--- src/rtl/mul_pkg.sv ---
// mul_pkg: shared definitions for the sequential radix-4 Booth multiplier.
//   - FSM state enumeration
//   - operand/accumulator widths and iteration counts
//   - Booth select encoding and the bit-triple decoder
// Imported by booth_recoder and booth_multiplier_seq.
package mul_pkg;

   localparam int unsigned MUL_WIDTH     = 32;
   localparam int unsigned ACC_WIDTH     = 34;
   localparam int unsigned ITER_SIGNED   = 16;
   localparam int unsigned ITER_UNSIGNED = 17;
   localparam int unsigned CNT_WIDTH     = 5;

   typedef enum logic [1:0] {
      StIdle,
      StRun,
      StDone
   } mul_state_e;

   typedef enum logic [2:0] {
      ZERO,
      PM,
      P2M,
      NM,
      N2M
   } booth_sel_e;

   // {Q[1], Q[0], Q[-1]} -> partial-product select
   function automatic booth_sel_e booth_select(input logic [2:0] bits);
      booth_sel_e sel;
      sel = ZERO;
      unique case (bits)
         3'b000, 3'b111: sel = ZERO;
         3'b001, 3'b010: sel = PM;
         3'b011:         sel = P2M;
         3'b100:         sel = N2M;
         3'b101, 3'b110: sel = NM;
         default:        sel = ZERO;
      endcase
      return sel;
   endfunction

endpackage

--- src/rtl/booth_recoder.sv ---
// booth_recoder: combinational radix-4 Booth recoder.
// Ports:
//   bits_i   - {Q[1], Q[0], Q[-1]} of the current multiplier window
//   m_i      - multiplicand, already extended to ACC_WIDTH
//   addend_o - 0, +M, +2M, -M or -2M, ACC_WIDTH bits (wrap-around)
module booth_recoder
   import mul_pkg::*;
(
   input  logic [2:0]           bits_i,
   input  logic [ACC_WIDTH-1:0] m_i,
   output logic [ACC_WIDTH-1:0] addend_o
);

   booth_sel_e           sel;
   logic [ACC_WIDTH-1:0] m2;

   assign sel = booth_select(bits_i);
   // M carries two guard bits, so dropping its top bit for 2M loses nothing
   assign m2  = {m_i[ACC_WIDTH-2:0], 1'b0};

   always_comb begin
      addend_o = '0;
      unique case (sel)
         ZERO:    addend_o = '0;
         PM:      addend_o = m_i;
         P2M:     addend_o = m2;
         NM:      addend_o = ~m_i + 1'b1;
         N2M:     addend_o = ~m2 + 1'b1;
         default: addend_o = '0;
      endcase
   end

endmodule

--- src/rtl/booth_multiplier_seq.sv ---
// booth_multiplier_seq: sequential radix-4 Booth multiplier, 32x32 -> 64.
// Ports:
//   clock     - rising-edge clock
//   clear     - asynchronous active-low reset
//   start     - one-cycle request, accepted in IDLE or DONE
//   mcand     - multiplicand (32 bits)
//   mplier    - multiplier (32 bits)
//   signed_op - 1 = signed, 0 = unsigned (only with MUL_UNSIGNED_EN)
//   busy      - high while iterating (RUN)
//   done      - one-cycle pulse when {hi, lo} holds a new product
//   hi, lo    - product bits [63:32] and [31:0]; held until the next result
// Build option: define MUL_UNSIGNED_EN to add signed_op and the 17-iteration
// unsigned mode. Default build is signed-only, 16 iterations.
module booth_multiplier_seq
   import mul_pkg::*;
(
   input  logic                 clock,
   input  logic                 clear,
   input  logic                 start,
   input  logic [MUL_WIDTH-1:0] mcand,
   input  logic [MUL_WIDTH-1:0] mplier,
`ifdef MUL_UNSIGNED_EN
   input  logic                 signed_op,
`endif
   output logic                 busy,
   output logic                 done,
   output logic [MUL_WIDTH-1:0] hi,
   output logic [MUL_WIDTH-1:0] lo
);

`ifdef MUL_UNSIGNED_EN
   // Unsigned needs a 17th pair, so Q carries two zero-extension bits
   localparam int unsigned QW = ACC_WIDTH;
`else
   localparam int unsigned QW = MUL_WIDTH;
`endif
   localparam int unsigned NUM_GRP = (ACC_WIDTH - 1) / 4;

   mul_state_e           state_q, state_d;
   logic [CNT_WIDTH-1:0] count_q, count_d;
   logic [ACC_WIDTH-1:0] m_q, m_d, acc_q, acc_d;
   logic [QW-1:0]        q_q, q_d;
   logic                 qm1_q, qm1_d;
   logic                 done_q, done_d;
   logic [MUL_WIDTH-1:0] hi_q, hi_d, lo_q, lo_d;

   logic [ACC_WIDTH-1:0]   m_load, addend, sum;
   logic [QW-1:0]          q_load;
   logic                   last_iter;
   logic [2*MUL_WIDTH-1:0] product;

`ifdef MUL_UNSIGNED_EN
   logic uns_q, uns_d;

   assign m_load    = signed_op ? {{2{mcand[MUL_WIDTH-1]}}, mcand} : {2'b00, mcand};
   assign q_load    = signed_op ? {{2{mplier[MUL_WIDTH-1]}}, mplier} : {2'b00, mplier};
   assign last_iter = (count_q == (uns_q ? CNT_WIDTH'(ITER_UNSIGNED - 1)
                                         : CNT_WIDTH'(ITER_SIGNED - 1)));
   // Signed stops two bits short of the end of Q; unsigned shifts all the way
   assign product   = uns_q ? {acc_q[29:0], q_q} : {acc_q[MUL_WIDTH-1:0], q_q[QW-1:2]};
`else
   assign m_load    = {{2{mcand[MUL_WIDTH-1]}}, mcand};
   assign q_load    = mplier;
   assign last_iter = (count_q == CNT_WIDTH'(ITER_SIGNED - 1));
   assign product   = {acc_q[MUL_WIDTH-1:0], q_q};
`endif

   booth_recoder u_recoder (
      .bits_i   ({q_q[1], q_q[0], qm1_q}),
      .m_i      (m_q),
      .addend_o (addend)
   );

   // Carry-lookahead add: 4-bit groups with group generate/propagate, then
   // a short tail for the two guard bits. Carry-out is discarded (wrap).
   logic [ACC_WIDTH-2:0] cla_g;
   logic [ACC_WIDTH-1:0] cla_p, cla_c;
   logic                 grp_g, grp_p;

   always_comb begin
      cla_g = acc_q[ACC_WIDTH-2:0] & addend[ACC_WIDTH-2:0];
      cla_p = acc_q ^ addend;
      cla_c = '0;
      grp_g = 1'b0;
      grp_p = 1'b1;
      for (int k = 0; k < NUM_GRP; k++) begin
         grp_g = 1'b0;
         grp_p = 1'b1;
         for (int j = 0; j < 4; j++) begin
            grp_g = cla_g[4*k+j] | (cla_p[4*k+j] & grp_g);
            grp_p = grp_p & cla_p[4*k+j];
         end
         for (int j = 0; j < 3; j++) begin
            cla_c[4*k+j+1] = cla_g[4*k+j] | (cla_p[4*k+j] & cla_c[4*k+j]);
         end
         cla_c[4*k+4] = grp_g | (grp_p & cla_c[4*k]);
      end
      for (int i = 4 * NUM_GRP; i < ACC_WIDTH - 1; i++) begin
         cla_c[i+1] = cla_g[i] | (cla_p[i] & cla_c[i]);
      end
      sum = cla_p ^ cla_c;
   end

   always_comb begin
      state_d = state_q;
      count_d = count_q;
      m_d     = m_q;
      acc_d   = acc_q;
      q_d     = q_q;
      qm1_d   = qm1_q;
      hi_d    = hi_q;
      lo_d    = lo_q;
      done_d  = 1'b0;
`ifdef MUL_UNSIGNED_EN
      uns_d   = uns_q;
`endif
      unique case (state_q)
         StIdle, StDone: begin
            if (state_q == StDone) begin
               {hi_d, lo_d} = product;
               done_d       = 1'b1;
               state_d      = StIdle;
            end
            if (start) begin
               m_d     = m_load;
               q_d     = q_load;
               qm1_d   = 1'b0;
               acc_d   = '0;
               count_d = '0;
               state_d = StRun;
`ifdef MUL_UNSIGNED_EN
               uns_d   = ~signed_op;
`endif
            end
         end
         StRun: begin
            // Arithmetic shift of {A, Q, Q[-1]} by two after the add
            acc_d   = {{2{sum[ACC_WIDTH-1]}}, sum[ACC_WIDTH-1:2]};
            q_d     = {sum[1:0], q_q[QW-1:2]};
            qm1_d   = q_q[1];
            count_d = count_q + 1'b1;
            if (last_iter) state_d = StDone;
         end
         default: state_d = StIdle;
      endcase
   end

   always_ff @(posedge clock or negedge clear) begin
      if (!clear) begin
         state_q <= StIdle;
         count_q <= '0;
         m_q     <= '0;
         acc_q   <= '0;
         q_q     <= '0;
         qm1_q   <= 1'b0;
         hi_q    <= '0;
         lo_q    <= '0;
         done_q  <= 1'b0;
`ifdef MUL_UNSIGNED_EN
         uns_q   <= 1'b0;
`endif
      end else begin
         state_q <= state_d;
         count_q <= count_d;
         m_q     <= m_d;
         acc_q   <= acc_d;
         q_q     <= q_d;
         qm1_q   <= qm1_d;
         hi_q    <= hi_d;
         lo_q    <= lo_d;
         done_q  <= done_d;
`ifdef MUL_UNSIGNED_EN
         uns_q   <= uns_d;
`endif
      end
   end

   assign busy = (state_q == StRun);
   assign done = done_q;
   assign hi   = hi_q;
   assign lo   = lo_q;

endmodule
--- config.mk ---
export PLATFORM = sky130hd
export DESIGN_NAME = booth_multiplier_seq
export DESIGN_NICKNAME = d
export VERILOG_FILES = /design/src/rtl/mul_pkg.sv /design/src/rtl/booth_recoder.sv /design/src/rtl/booth_multiplier_seq.sv
export SDC_FILE = /design/constraint.sdc
export NUM_CORES = 1
export LEC_CHECK = 0
export CAP_MARGIN = 20
export CELL_PAD_IN_SITES_DETAIL_PLACEMENT = 0
export CELL_PAD_IN_SITES_GLOBAL_PLACEMENT = 1
export CORE_ASPECT_RATIO = 1.1
export CORE_MARGIN = 3
export CORE_UTILIZATION = 39
export DETAILED_ROUTE_END_ITERATION = 7
export GPL_ROUTABILITY_DRIVEN = 0
export HOLD_SLACK_MARGIN = 0.08
export PLACE_DENSITY_LB_ADDON = 0.15
export SYNTH_ARGS = -nofsm -noshare
export SYNTH_HDL_FRONTEND = slang
export SYNTH_SLANG_ARGS = --single-unit
--- constraint.sdc ---
create_clock -name clock -period 6.5 [get_ports clock]
set_input_delay 1.3 -clock clock [delete_from_list [all_inputs] [get_ports clock]]
set_output_delay 1.3 -clock clock [all_outputs]
set_load 0.05 [all_outputs]
# --- Yosys cells after proc, flatten, opt, wreduce, memory -nomap -nowiden ---
# Memories as Yosys holds them, arrays and structs flattened.
# Index checks and enable logic that the tools add are counted.
word_totals:
  register_bits: 171
  mem_bits_ro: 24
  in_bits: 67
  output_inout_bits: 66
  word_cells: 177
  mem_count: 1
memory_table:
  columns: ["memory", "depth", "word_bits", "read_ports", "rd_ports_with_merged_regs", "write_ports", "line", "rtl"]
  rows:
  - ["(no name shown)", 8, 3, 1, 0, 0, "mul_pkg.sv:32", "unique case (bits)"]
op_classes:
  add_sub_neg: 3
  eq_ne: 10
  muxes: 15
  bitwise_logic: 132
  reduce_logical: 7
op_table:
  columns: ["cell", "n"]
  rows:
  - ["34-bit one-hot mux with 4 select lines", 1]
  - ["1-bit bitwise AND", 74]
  - ["34-bit by 1-bit adder with 34-bit output (second input constant)", 2]
  - ["34-bit inverter", 2]
  - ["34-bit one-hot mux with 2 select lines", 1]
  - ["34-bit bitwise XOR", 2]
  - ["32-bit one-hot mux with 2 select lines", 1]
  - ["1-bit bitwise OR", 53]
  - ["34-bit two-way mux", 1]
  - ["33-bit bitwise AND", 1]
  - ["32-bit two-way mux", 1]
  - ["5-bit one-hot mux with 2 select lines", 1]
  - ["2-bit AND reduction", 4]
  - ["3-bit by 2-bit equality test with 1-bit output (second input constant)", 2]
  - ["2-bit two-way mux", 3]
  - ["5-bit by 1-bit adder with 5-bit output (second input constant)", 1]
  - ["5-bit by 4-bit equality test with 1-bit output (second input constant)", 1]
  - ["5-bit two-way mux", 1]
  - ["2-bit one-hot mux with 2 select lines", 1]
  - ["3-bit by 1-bit equality test with 1-bit output (second input constant)", 1]
  - ["3-bit equality test (second input constant)", 1]
  - ["1-bit two-way mux", 3]
  - ["3-bit inequality test (second input constant)", 1]
  - ["2-bit by 1-bit equality test with 1-bit output (second input constant)", 1]
  - ["other kinds (7)", 7]

# --- Longest topological paths before layout ---
depth:
  word_depth: 30
  mapped_depth: 23
  ltp_nobuf: 21

# --- By module ---
# A second synthesis with hierarchy kept.
unflattened:
  hier_cells: 1119
  hier_area_um2: 9678.0
by_module_without_submodules:
  columns: ["module", "instances", "cells_per_inst", "area_each_um2", "seq_area_each_um2"]
  rows:
  - ["booth_multiplier_seq", 1, 830, 7835.0, 4229.1]
  - ["booth_recoder", 1, 289, 1843.0, 0.0]

# --- Worst setup path before layout ---
# No wires, ideal clock.
synth_timing:
  path_type: "register to register"
  from: "reg q_q[0]"
  to: "reg acc_q[29]"
  setup_ns: 0.083
  t_arrival_ns: 5.560
  required_ns: 6.417
  setup_slack_ns: 0.857
  path_stages_with_launch: 24
  path_buffers: 3
  path_cell_list: "dfrtp_1 > inv_1 > ha_1 > a21boi_0 > and2_1 > clkbuf_1 > clkbuf_1 > buf_1 > a221o_1 > fa_1 > inv_1 > fa_1 > fa_1 > nor2b_1 > o2111a_1 > o21ai_0 > a311oi_1 > o31ai_1 > o21a_1 > fa_1 > fa_1 > fa_1 > xor2_1 > o21ai_0"
synth_between:
  elab_chain_len: 30
synth_rtl:
  columns: ["item", "line", "rtl"]
  rows:
  - ["start: declaration", "booth_multiplier_seq.sv:42", "logic [QW-1:0] q_q, q_d;"]
  - ["start signal: assignment", "booth_multiplier_seq.sv:167", "q_q <= q_d;"]
  - ["memory read 8 x 3 bit *", null, null]
  - ["3-bit equality test, or another cell as far along", "booth_recoder.sv:23", "unique case (sel)"]
  - ["34-bit one-hot mux with 4 select lines *", "booth_recoder.sv:23", null]
  - ["34-bit bitwise XOR / 33-bit bitwise AND (equally long branches)", "booth_multiplier_seq.sv:82, booth_multiplier_seq.sv:81", null]
  - ["1-bit bitwise AND", "booth_multiplier_seq.sv:90", "grp_g = cla_g[4*k+j] | (cla_p[4*k+j] & grp_g);"]
  - ["1-bit bitwise OR", "booth_multiplier_seq.sv:90", null]
  - ["1-bit bitwise AND", "booth_multiplier_seq.sv:90", null]
  - ["1-bit bitwise OR", "booth_multiplier_seq.sv:90", null]
  - ["(+14 left out)", null, null]
  - ["1-bit bitwise AND", "booth_multiplier_seq.sv:94", "cla_c[4*k+j+1] = cla_g[4*k+j] | (cla_p[4*k+j] & cla_c[4*k+j]);"]
  - ["1-bit bitwise OR", "booth_multiplier_seq.sv:94", null]
  - ["1-bit bitwise AND", "booth_multiplier_seq.sv:94", null]
  - ["1-bit bitwise OR", "booth_multiplier_seq.sv:94", null]
  - ["1-bit bitwise AND", "booth_multiplier_seq.sv:94", null]
  - ["1-bit bitwise OR", "booth_multiplier_seq.sv:94", null]
  - ["34-bit bitwise XOR *", "booth_multiplier_seq.sv:101", "sum = cla_p ^ cla_c;"]
  - ["34-bit one-hot mux with 2 select lines *", "booth_multiplier_seq.sv:117", "unique case (state_q)"]
  - ["end signal: assignment", "booth_multiplier_seq.sv:153", "acc_q <= '0;"]
  - ["end signal: assignment", "booth_multiplier_seq.sv:166", "acc_q <= acc_d;"]
  - ["end: declaration", "booth_multiplier_seq.sv:41", "logic [ACC_WIDTH-1:0] m_q, m_d, acc_q, acc_d;"]
# Every way passes the cells marked *; elsewhere a longest branch is shown, timed or not.
# A chain may end at the register's enable or synchronous reset.

# --- Final worst setup path ---
layout_timing:
  from: "reg m_q[0]"
  to: "reg acc_q[29]"
layout_between:
  elab_chain_len: 30
layout_rtl:
  columns: ["item", "line", "rtl"]
  rows:
  - ["start: declaration", "booth_multiplier_seq.sv:41", null]
  - ["start signal: assignment", "booth_multiplier_seq.sv:165", "m_q <= m_d;"]
  - ["34-bit inverter (on tied branches)", "booth_recoder.sv:28, booth_recoder.sv:27", null]
  - ["34-bit by 1-bit adder with 34-bit output (on tied branches)", "booth_recoder.sv:28, booth_recoder.sv:27", null]
  - ["34-bit one-hot mux with 4 select lines *", "booth_recoder.sv:23", null]
  - ["34-bit bitwise XOR / 33-bit bitwise AND (equally long branches)", "booth_multiplier_seq.sv:82, booth_multiplier_seq.sv:81", null]
  - ["1-bit bitwise AND", "booth_multiplier_seq.sv:90", null]
  - ["1-bit bitwise OR", "booth_multiplier_seq.sv:90", null]
  - ["1-bit bitwise AND", "booth_multiplier_seq.sv:90", null]
  - ["1-bit bitwise OR", "booth_multiplier_seq.sv:90", null]
  - ["(+14 left out)", null, null]
  - ["1-bit bitwise AND", "booth_multiplier_seq.sv:94", null]
  - ["1-bit bitwise OR", "booth_multiplier_seq.sv:94", null]
  - ["1-bit bitwise AND", "booth_multiplier_seq.sv:94", null]
  - ["1-bit bitwise OR", "booth_multiplier_seq.sv:94", null]
  - ["1-bit bitwise AND", "booth_multiplier_seq.sv:94", null]
  - ["1-bit bitwise OR", "booth_multiplier_seq.sv:94", null]
  - ["34-bit bitwise XOR *", "booth_multiplier_seq.sv:101", null]
  - ["34-bit one-hot mux with 2 select lines *", "booth_multiplier_seq.sv:117", null]
# Marked as above.

==> results.md <==
Clocking:
- The clock transition at the registers of the reported paths is 0.07 ns.
- The later pin in the worst-skew pair is clocked with a latency of 0.44 ns.
- In this run the post-CTS setup repair buffer count came out at 0.
- Counting along the longest clock path gives a buffer depth of 2.
- In this run the clock root is driven by a sky130_fd_sc_hd__clkbuf_16.
- The TritonCTS clock tree is done.
- The maximum level of the CTS H-tree is 4.
- The number of cells upsized or downsized after cts is 0.
- The number of clock sinks is 169.
- The number of clock buffers inserted by TritonCTS is 17.
- The hold buffer count at CTS is 0.

Finish:
- The area added between synthesis and finish is 22.81%.
- The layout net count is 1,244.
- The fraction of layout instances using a drive strength above 1 is 9.726%.
- The number of antenna cells inserted is 0.

Die:
- The floorplan step set the die height to 170.1 um.
- The die footprint is 26,410 sq um.
- The floorplan step set the die width to 155.2 um.
- The initialized floorplan defines 59 standard-cell rows.
- The placeable core region is 23,840 sq um.
- 133 I/O pins were placed.
- The initial core utilization is 40.06%.

Global route:
- The initial antenna violation count came to 0.
- Global routing consumed, on the met2 layer, 30.32% of the routing resources.
- The number of global-route vias before repair is 7,532.
- The first global-routing pass estimated 41,440 um of wire.
- The leftover overflow at the end of global routing is 0.
- Entering global routing, the biggest net connects 91 pins.
- The highest-utilization routing layer at the global route stage is met2.
- Global routing used 28.94% of the available met1 tracks.
- The overall global routing resource usage is 19.62%.
- The global routing usage on met3 is 3.433%.

Setup path:
- The worst setup path is of the register to register kind.
- The signal on the critical path passes through inv_1 -> ha_1 -> or4b_4 -> or3_4 -> or4b_4 -> xor2_1 -> a222oi_1 -> a21bo_1 -> ha_1 -> nand4_1 -> nor2_1 -> o21ai_0 -> a311oi_1 -> o31ai_1 -> o21a_1 -> fa_1 -> fa_1 -> fa_1 -> xor2_1 -> o21ai_0.
- The launching point of the worst reg2reg path is m_q[0]$_DFFE_PN0P_.
- STA classifies the critical path endpoint as a register.
- The number of cells on the worst reg-to-reg path is 20.
- The start point of the critical path is m_q[0]$_DFFE_PN0P_.
- The largest delay contributor family on the critical path is adder cells.
- STA puts the critical path data required time at 6.85 ns.
- Together, buffers and inverters on the worst path number 1.
- The cell repeated most along the worst path is sky130_fd_sc_hd__fa_1.
- The critical register-to-register path endpoint is acc_q[29]$_DFFE_PN0P_.
- The arrival time at the worst endpoint is 6.39 ns.
- The largest driver fanout on the critical path is 7.
- The minimum setup slack among reg-to-reg paths is 0.46 ns.
- The library cell contributing the largest single delay on the critical path is sky130_fd_sc_hd__or4b_4.
- The largest single stage delay on the critical path is 0.55 ns.
- The kind of start point of the critical path is a register.

Synthesis:
- Ranked by total cell area, the synthesized netlist is headed by sky130_fd_sc_hd__dfrtp_1 (44%), sky130_fd_sc_hd__nand2_1 (9.8%), sky130_fd_sc_hd__fa_1 (5.2%).
- Synthesis produced 1,026 cells.
- The library cell with the largest summed area after synthesis is sky130_fd_sc_hd__dfrtp_1.
- In the synthesized netlist, the cells that appear most often are sky130_fd_sc_hd__nand2_1 (249), sky130_fd_sc_hd__dfrtp_1 (169), sky130_fd_sc_hd__o21ai_0 (95), sky130_fd_sc_hd__clkbuf_1 (65).
- The number of warnings printed during yosys synthesis is 0.
- The most common cell in the synthesized netlist is sky130_fd_sc_hd__nand2_1.
- For this run, the register share of the synthesized area comes to 44.28%.
- The async set-reset flop share out of synthesis is 100.0%.
- The share of the synthesized area in the top cell type is 44.28%.
- The netlist uses 60 different library cells.
- The synthesized flop and latch total is 169.
- Among all flip-flop cells after synthesis, the most frequent one is sky130_fd_sc_hd__dfrtp_1.
- The count of flip-flops with a built-in enable after synthesis is 0.
- The average instance in the mapped netlist occupies 9.310 sq um.
- The number of nets in the synthesized netlist is 1,152.
- The netlist area before placement is 9552 sq um.

Timing:
- Based on the critical path, the design can be clocked at up to 0.1655 GHz.
- Setup repair after global routing left no endpoint under its margin.
- The final critical-path setup slack is 0.4575 ns.
- The measured slew at the worst slew-check pin is 0.9056 ns.
- The number of slew-limit violations in the final report was 0.
- The number of hold violations in the final report is 0.
- Summed over all failing endpoints, the final setup total negative slack is 0 ns.
- Measured against its own limit, the worst slew margin works out to 39.07%.
- The clock period could shrink to 6.042 ns.
- Setup violations remaining at the end of the flow were counted as 0.
- Of the available clock period, the critical path in the final layout requires 92.96%.
- Between clock sinks in the finished design, the worst skew comes to 0.01233 ns.

Worst hold path:
- The startpoint of the worst hold path is hi[14]$_DFFE_PN0P_.
- The hold path endpoint is hi[14]$_DFFE_PN0P_.
- The path class of the tightest hold or removal check is register to register.
- Counting instances, the worst hold path has a depth of 2.

Route:
- Detailed routing inserted a total of 7,711 vias.
- The post-detailed-route wirelength per cell is 17.61 um.
- The residual antenna-violating net count after detailed routing is 0.
- Using the TritonRoute via totals, the vias-per-cell ratio works out to 5.370.
- The violation count after the first detailed-route iteration is 484.
- The routed design has 25,280 um of wire.
- The DRC violation count after routing is 0.
- The first detailed-routing pass took 8 iterations.

Job:
- The count of maximum capacitance violations is 0.

Placement:
- OpenSTA, run right after detailed placement, puts the worst setup slack at 0.4879 ns.
- The half-perimeter wire length after placement is 17,840 um.
- Input and output buffers added on the ports amount to 132.

Outcome:
- The flow ran to the end, and the final reports show no timing, DRC or antenna violations.
## per-layer routing
| metal | up-vias | part of all wire (%) |
|---|---|---|
| met2 | 206 | 45 |
| met5 | - | 0 |
| met1 | 3717 | 49 |
| met4 | 0 | 1.2 |
| met3 | 23 | 4.6 |
| li1 | 3765 | - |
## worst max path at each step
| stage | to | slack, ns | cells after the start |
|---|---|---|---|
| 6_report | acc_q[29]$_DFFE_PN0P_ | 0.46 | 20 |
| 2_1_floorplan | acc_q[29]$_DFFE_PN0P_ | 0.86 | 23 |
| 4_1_cts | acc_q[29]$_DFFE_PN0P_ | 0.45 | 20 |
| 5_1_grt | acc_q[29]$_DFFE_PN0P_ | 0.04 | 20 |
| 3_3_place_gp | acc_q[29]$_DFFE_PN0P_ | 0.59 | 20 |
| 3_5_place_dp | acc_q[29]$_DFFE_PN0P_ | 0.49 | 20 |
## sequential cells by signal (all words and copies together) (netlist names)
signal   cells
q_q         32
m_q         32
lo          32
hi          32
acc_q       32
qm1_q        1
count_q      5
state_q      2
done         1
## worst reg2reg max path, stage by stage (launching register included)
cell and delay [ns]:
sky130_fd_sc_hd__dfrtp_1 0.41, sky130_fd_sc_hd__inv_1 0.10, sky130_fd_sc_hd__ha_1 0.27, sky130_fd_sc_hd__or4b_4 0.55, sky130_fd_sc_hd__or3_4 0.38, sky130_fd_sc_hd__or4b_4 0.54, sky130_fd_sc_hd__xor2_1 0.15, sky130_fd_sc_hd__a222oi_1 0.29
sky130_fd_sc_hd__a21bo_1 0.24, sky130_fd_sc_hd__ha_1 0.32, sky130_fd_sc_hd__nand4_1 0.12, sky130_fd_sc_hd__nor2_1 0.10, sky130_fd_sc_hd__o21ai_0 0.11, sky130_fd_sc_hd__a311oi_1 0.45, sky130_fd_sc_hd__o31ai_1 0.24, sky130_fd_sc_hd__o21a_1 0.24
sky130_fd_sc_hd__fa_1 0.38, sky130_fd_sc_hd__fa_1 0.39, sky130_fd_sc_hd__fa_1 0.38, sky130_fd_sc_hd__xor2_1 0.14, sky130_fd_sc_hd__o21ai_0 0.14
## stage by stage
step	area, sq um	hold WS (ns)	cells	utilization [%]
detailed placement	11110	0.4689	1403	46.59
global placement	11110	0.4597	1403	46.59
global route	11730	0.5049	1436	49.19
CTS	11710	0.4856	1435	49.11
finish	11730	0.4783	1436	49.19
floorplan	9552	0.4494	1026	-
## layout by cell type, fill, tap and decap left out, types with 14 or more instances in the layout
master                            instances
sky130_fd_sc_hd__nand2_1                249
sky130_fd_sc_hd__dfrtp_1                169
sky130_fd_sc_hd__clkdlybuf4s50_1        131
sky130_fd_sc_hd__o21ai_0                 95
sky130_fd_sc_hd__inv_1                   39
sky130_fd_sc_hd__mux2_2                  39
sky130_fd_sc_hd__a22oi_1                 38
sky130_fd_sc_hd__nor2_1                  37
sky130_fd_sc_hd__ha_1                    34
sky130_fd_sc_hd__fa_1                    25
sky130_fd_sc_hd__a21oi_1                 24
sky130_fd_sc_hd__clkbuf_16               17
sky130_fd_sc_hd__nor3_1                  16
sky130_fd_sc_hd__buf_4                   16
sky130_fd_sc_hd__xor2_1                  14
## cells by family after synthesis
family | Yosys count | share of synthesized area, %
AO/OA/AOI/OAI | 247 | 17.34
adder cells (fa/ha/maj) | 59 | 9.693
XOR/XNOR | 26 | 2.384
AND/OR/NAND/NOR | 371 | 17.07
multiplexers | 39 | 4.598
buffers and inverters | 115 | 4.637
flip-flops | 169 | 44.28
## layout make-up
type / count / area, sq um
Multi-Input combinational cell: 742 / 4910
Inverter: 39 / 146.4
Clock inverter: 15 / 175.2
Fill cell: 2290 / 12110
Clock buffer: 17 / 425.4
Timing Repair Buffer: 149 / 1463
Sequential cell: 169 / 4229
Tap cell: 305 / 381.6
Power is left out: the tool's default activity adds up to more than one toggle a clock period on the data nets, which glitch-free logic cannot reach.
